--- src/rtl/frame_mem_arbiter.sv ---
// Frame-buffer arbiter: shares one single-port 320x240 pixel memory between a
// raster-order stream writer and a fixed-latency random-access reader.
module frame_mem_arbiter #(
  parameter int COLS   = 320,
  parameter int ROWS   = 240,
  parameter int DATA_W = 32,
  parameter int COL_W  = 9,
  parameter int ROW_W  = 8
) (
  input  logic              clk,
  input  logic              rst_n,
  input  logic              wr_valid,
  input  logic [DATA_W-1:0] wr_data,
  output logic              wr_ready,
  input  logic              rd_req,
  input  logic [COL_W-1:0]  rd_col,
  input  logic [ROW_W-1:0]  rd_row,
  output logic              rd_gnt,
  output logic              rd_data_valid,
  output logic [DATA_W-1:0] rd_data,
  output logic              rd_err,
  input  logic              frame_release,
  output logic              frame_full,
  output logic              frame_done,
  output logic [15:0]       frame_count,
  output logic              mem_we,
  output logic              mem_re,
  output logic [COL_W-1:0]  mem_col,
  output logic [ROW_W-1:0]  mem_row,
  output logic [DATA_W-1:0] mem_wdata,
  input  logic [DATA_W-1:0] mem_rdata,
  output logic              dbg_state
);

  typedef enum logic {
    FILL = 1'b0,
    FULL = 1'b1
  } state_t;

  state_t             state_q;
  state_t             state_d;
  logic [COL_W-1:0]   wr_col_q;
  logic [ROW_W-1:0]   wr_row_q;
  logic               rr_wr_last_q;
  logic               wr_elig;
  logic               contested;
  logic               wr_fire;
  logic               rd_fire;
  logic               rd_in_range;
  logic               ptr_last_col;
  logic               ptr_last_row;
  logic               last_pixel;
  logic               rd_v1_q;
  logic               rd_err1_q;
  logic               rd_v2_q;
  logic               rd_err2_q;

  // Handshakes: a write transfers on a rising edge where wr_valid && wr_ready;
  // a read transfers where rd_req && rd_gnt. Ready/gnt never depend on a
  // transfer completing, and at most one of them is high in any cycle.
  always_comb begin
    wr_elig      = wr_valid && (state_q == FILL);
    contested    = wr_elig && rd_req;
    wr_fire      = wr_elig && (!rd_req || !rr_wr_last_q);
    rd_fire      = rd_req && !wr_fire;
    rd_in_range  = (rd_col < COL_W'(COLS)) && (rd_row < ROW_W'(ROWS));
    ptr_last_col = (wr_col_q == COL_W'(COLS - 1));
    ptr_last_row = (wr_row_q == ROW_W'(ROWS - 1));
    last_pixel   = wr_fire && ptr_last_col && ptr_last_row;
  end

  always_comb begin
    state_d = state_q;
    case (state_q)
      FILL:    if (last_pixel) state_d = FULL;
      FULL:    if (frame_release) state_d = FILL;
      default: state_d = FILL;
    endcase
  end

  assign wr_ready   = wr_fire;
  assign rd_gnt     = rd_fire;
  assign frame_full = (state_q == FULL);
  assign dbg_state  = state_q;

  always_ff @(posedge clk or negedge rst_n) begin
    if (!rst_n) begin
      state_q      <= FILL;
      wr_col_q     <= '0;
      wr_row_q     <= '0;
      rr_wr_last_q <= 1'b1;
      frame_done   <= 1'b0;
      frame_count  <= '0;
    end else begin
      state_q    <= state_d;
      frame_done <= last_pixel;
      if (last_pixel) frame_count <= frame_count + 16'd1;
      // Round-robin memory only moves when both clients actually competed.
      if (contested) rr_wr_last_q <= wr_fire;
      if (wr_fire) begin
        if (ptr_last_col) begin
          wr_col_q <= '0;
          wr_row_q <= ptr_last_row ? '0 : wr_row_q + ROW_W'(1);
        end else begin
          wr_col_q <= wr_col_q + COL_W'(1);
        end
      end
    end
  end

  always_ff @(posedge clk or negedge rst_n) begin
    if (!rst_n) begin
      mem_we    <= 1'b0;
      mem_re    <= 1'b0;
      mem_col   <= '0;
      mem_row   <= '0;
      mem_wdata <= '0;
    end else begin
      mem_we <= wr_fire;
      mem_re <= rd_fire && rd_in_range;
      if (wr_fire) begin
        mem_col   <= wr_col_q;
        mem_row   <= wr_row_q;
        mem_wdata <= wr_data;
      end else if (rd_fire && rd_in_range) begin
        mem_col <= rd_col;
        mem_row <= rd_row;
      end
    end
  end

  // Read return pipeline: grant -> mem_re cycle -> mem_rdata cycle -> rd_data.
  // Out-of-range reads ride the same pipe so responses stay in order.
  always_ff @(posedge clk or negedge rst_n) begin
    if (!rst_n) begin
      rd_v1_q       <= 1'b0;
      rd_err1_q     <= 1'b0;
      rd_v2_q       <= 1'b0;
      rd_err2_q     <= 1'b0;
      rd_data_valid <= 1'b0;
      rd_err        <= 1'b0;
      rd_data       <= '0;
    end else begin
      rd_v1_q       <= rd_fire;
      rd_err1_q     <= rd_fire && !rd_in_range;
      rd_v2_q       <= rd_v1_q;
      rd_err2_q     <= rd_err1_q;
      rd_data_valid <= rd_v2_q;
      rd_err        <= rd_v2_q && rd_err2_q;
      if (rd_v2_q) rd_data <= rd_err2_q ? '0 : mem_rdata;
    end
  end

endmodule
--- config.mk ---
export PLATFORM = sky130hd
export DESIGN_NAME = frame_mem_arbiter
export DESIGN_NICKNAME = d
export VERILOG_FILES = /design/src/rtl/frame_mem_arbiter.sv
export SDC_FILE = /design/constraint.sdc
export NUM_CORES = 1
export LEC_CHECK = 0
export CORE_ASPECT_RATIO = 2
export CORE_MARGIN = 2
export CORE_UTILIZATION = 25
export DETAILED_ROUTE_END_ITERATION = 16
export HOLD_SLACK_MARGIN = 0.05
export PLACE_DENSITY = 0.48
export SYNTH_ARGS = -nofsm -noshare
export SYNTH_HDL_FRONTEND = slang
export SYNTH_SLANG_ARGS = --single-unit
--- constraint.sdc ---
create_clock -name clk -period 2.4 [get_ports clk]
set_clock_uncertainty 0.05 [all_clocks]
set_input_delay 0.6 -clock clk [delete_from_list [all_inputs] [get_ports clk]]
set_output_delay 0.6 -clock clk [all_outputs]
set_load 0.03 [all_outputs]
Word-level counts from Yosys, hierarchy flattened --
Index checks and enable logic that the tools add are counted.
Operators by class: add/subtract/negate cells 3, $lt $le $gt $ge 2, eq/ne operators 2, mux-type cells 10, bitwise logic cells 1, reduce and logical (&&, ||, !) cells 17
Operator list (count):
- $mux W32 | 1
- $mux W9 | 3
- $mux W8 | 3
- $add A16 B1 Y16 const B | 1
- $logic_and A1 B1 Y1 | 10
- $add A9 B1 Y9 const B | 1
- $eq A9 B9 Y1 const B | 1
- $lt A9 B9 Y1 const B | 1
- $add A8 B1 Y8 const B | 1
- $eq A8 B8 Y1 const B | 1
- $lt A8 B8 Y1 const B | 1
- $logic_not A1 Y1 | 4
- $mux W1 | 2
- $pmux W1 S2 | 1
- $reduce_and A2 Y1 | 1
- $reduce_bool A2 Y1 | 1
- $logic_or A1 B1 Y1 | 1
- $not A1 Y1 | 1
Word-level totals: register bits 125, output and inout port bits 106

Logic depth before layout (Yosys ltp) --
depth in word-level cells 8, mapped depth 7, depth with buffers taken out 6

Worst setup path after synthesis --
OpenSTA, ideal clock, no wires.
path type input-to-output, start input port wr_valid, end output port wr_ready, data arrival time 1.682 ns, setup slack 0.068 ns, cell stages on the path 5, path buffers 2, cells stage by stage nor2b_1 > clkbuf_1 > nand2_1 > inv_2 > buf_1
On the way: longest elaborated chain between the ends 2
RTL lines:
- start, declared | line 12 | input logic wr_valid,
- $logic_and A1 B1 Y1 | line 62 | wr_elig = wr_valid && (state_q == FILL);
- $logic_and A1 B1 Y1 | line 64 | wr_fire = wr_elig && (!rd_req || !rr_wr_last_q);
- end, declared | line 14 | output logic wr_ready,
Every way passes these cells.

Worst setup path in the final report --
start input port rd_req, end output port rd_gnt
On the way: longest elaborated chain between the ends 5
RTL lines:
- start, declared | line 15 | input logic rd_req,
- $logic_not A1 Y1 | line 64
- $logic_or A1 B1 Y1 | line 64
- $logic_and A1 B1 Y1 | line 64
- $logic_not A1 Y1 | line 65 | rd_fire = rd_req && !wr_fire;
- $logic_and A1 B1 Y1 * | line 65
- end, declared | line 18 | output logic rd_gnt,
Every way passes the cells marked *; elsewhere a longest branch is shown, timed or not.

==> flow_summary.json <==
{
  "status": "finished clean",
  "pin_count": 192,
  "overflow": 0,
  "yosys.area.top_type_share": 0.568,
  "num_antenna_cells": 0,
  "critPathRequiredTime_ns": 1.75,
  "yosys_warnings": 0,
  "ys_ff_latch": 125,
  "irDropWorstVdd_uv": 377,
  "cts-root-buf": "clkbuf_16",
  "die_w_um": 109,
  "drc_errors": 0,
  "leakage_uw": 0.00380,
  "finalCritPeriodShare": 0.974,
  "worst_slack_ns": 0.0613,
  "antenna_found_initial": 0,
  "synth_top_family_by_area": "simple AND/OR/NAND/NOR gates",
  "synthAdderAreaFrac": 0.00686,
  "cpMostUsedCell": "buf_4",
  "drv_cap": 0,
  "grt_pass1_wl_um": 27300,
  "slowest_stage": "clkdlybuf4s50_1",
  "max_freq_mhz": 428,
  "track_usage": 0.157,
  "cp.depth": 5,
  "syn-cell-area_um2": 5470,
  "die_area_um2": 23100,
  "cp_max_fo": 10,
  "post_cts_buffers": 0,
  "crit_chain": "clkdlybuf4s50_1, buf_4, o21ai_1, inv_1, buf_4",
  "reg2regPathDepth": 6,
  "core_um2": 21500,
  "cp-start-kind": "primary input",
  "cellPowerDensity_nw_per_um2": 982,
  "setup_violations": 0,
  "drtIter0Drc": 282,
  "avgViaCountPerCell": 4.55,
  "synthMuxAreaShare": 0.0190,
  "synth_top_area_cell": "dfrtp_1",
  "slowest_delay_ns": 0.52,
  "ys_seq_area_frac": 0.572,
  "drtPass1Iterations": 4,
  "port_buffers": 191,
  "clkTransAtPathRegs_ns": 0.05,
  "clock-sinks": 125,
  "num-nets-final": 852,
  "critPathArrivalTime_ns": 1.69,
  "synth_area_leaders": "dfrtp_1, nand2_1, o21ai_0",
  "grt_pass1_vias": 5015,
  "critical_path_buf_inv_count": 4,
  "yosysMostFrequentCell": "dfrtp_1",
  "globalplace.congestion": 0.851,
  "start_util": 0.254,
  "r2r_slack_ns": 0.28,
  "avgSynthCellArea_um2": 9.98,
  "path_class": "in2out",
  "rows": 76,
  "grt_max_degree": 42,
  "detail_route.wl_per_cell_um": 17.0,
  "worstSetupEndpointType": "primary output",
  "max_slew_margin": 0.405,
  "clkLatencyLatePin_ns": 0.42,
  "finalHoldViolCount": 0,
  "cts_made_buffers": 17,
  "syn_nets": 637,
  "ys.flop_type": "dfrtp_1",
  "layout-drive-gt1-share": 0.120,
  "syn2layout_area_growth_pct": 55.5,
  "power_uw": 8350,
  "tightest_slew_ns": 0.893,
  "finalCriticalPeriod_ns": 2.34,
  "r2r-end": "frame_count[1]",
  "timing.setup.tns_ns": 0,
  "critical_path.top_delay_family": "buffers and inverters",
  "synthSimpleGateAreaFrac": 0.226,
  "async_flop_share": 1.00,
  "clock_path_buffers": 2,
  "die_h_um": 213,
  "cts_tree": "done",
  "synthTopCellsByCount": "dfrtp_1, nand2_1, o21ai_0, inv_1, nand3b_1",
  "min_path_type": "in2async",
  "synth_xor_xnor_area_share": 0.0352,
  "place_ws_ns": -0.0440,
  "ant_nets": 0,
  "num_vias": 4770,
  "rsz0062_at_grt": "no",
  "drt-total-wl_um": 17800,
  "synth-edff-count": 0,
  "synth.distinct_cells": 44,
  "synthCells": 548,
  "place_hpwl_um": 13400,
  "drv_slew": 0,
  "htreeDepth": 4,
  "worstReg2RegStart": "wr_col_q[1]",
  "synth-compound-area-share": 0.0858
}
==> cells in the final DEF (no fill, tap or decap), types with 3 or more instances in the layout <==
cell             count
nand4_1              7
nor2_1              13
a31oi_1              6
clkbuf_8             3
nand3b_1            33
bufinv_16            3
buf_12               3
and2_1               9
nand2_1            115
nor4_2              11
and3_1               7
clkinvlp_4           4
clkdlybuf4s50_1    188
xor2_1              15
clkinv_2             5
nand3_1             14
dfrtp_1            123
a221o_1              3
inv_1               39
mux2i_1              7
ha_1                 3
xnor2_1              7
o21ai_0             60
clkbuf_16           17
buf_4               35
nor3_1               5
a21oi_1              9
nand2b_1             3
==> kinds of logic after synthesis <==
group / after synthesis
DFF: 125
adders and majority gates: 3
muxes: 10
and+or+nand+nor: 230
xor gates and xnor gates: 22
buffers and inverters: 72
AOI/OAI and AO/OA: 86
==> worst max-delay path by stage <==
stage | startpoint | to | slack (ns)
3_3_place_gp | rd_req | frame_count[1] | -0.04
2_1_floorplan | wr_valid | wr_ready | 0.07
6_report | rd_req | rd_gnt | 0.06
4_1_cts | wr_valid | wr_ready | 0.05
5_1_grt | wr_valid | wr_ready | 0.02
3_5_place_dp | rd_req | frame_count[1] | -0.04
==> power breakdown <==
| group | internal [uW] | leakage, uW | switching, uW |
|---|---|---|---|
| clock | 1710 | 0.000291 | 942 |
| combinational | 1160 | 0.00195 | 1620 |
| sequential | 2580 | 0.00156 | 348 |
==> routing by layer <==
layer	GRT usage	vias up	routed length, um
li1	-	2260	-
met3	0.0519	30	1350
met2	0.283	196	9450
met1	0.162	2284	6540
met5	0	-	0
met4	0.0685	0	506
==> final cells by class <==
cell class | count | area (um2)
clock buffers | 21 | 470
clock inverters | 11 | 140
fillers | 2153 | 13000
inverters | 41 | 155
multi-input cells | 351 | 2050
flip-flops and latches | 125 | 3130
well taps | 273 | 342
repair buffers | 227 | 2220
==> state kept, by name, summed over array words and instances (netlist names), 8 cells and up <==
| signal | cells |
|---|---|
| mem_row | 8 |
| mem_col | 9 |
| wr_col_q | 9 |
| mem_wdata | 32 |
| rd_data | 32 |
| frame_count | 16 |
| wr_row_q | 8 |
==> repair_timing <==
item,CTS,global route
resized for setup,1,2
cloned,0,0
setup endpoints to repair,1,1
hold endpoints to repair,0,0
hold buffers,0,0
==> stage by stage <==
stage / hold WS [ns] / util / cell area, um2 / std cells
2_1_floorplan: 0.254 / - / 5470 / 548
5_1_grt: 0.156 / 0.396 / 8500 / 1049
3_5_place_dp: 0.285 / 0.367 / 7880 / 1017
4_1_cts: 0.138 / 0.395 / 8490 / 1049
6_report: 0.136 / 0.396 / 8500 / 1049
3_3_place_gp: 0.284 / 0.367 / 7880 / 1017
No activity file was read; power rests on OpenSTA's default activity.
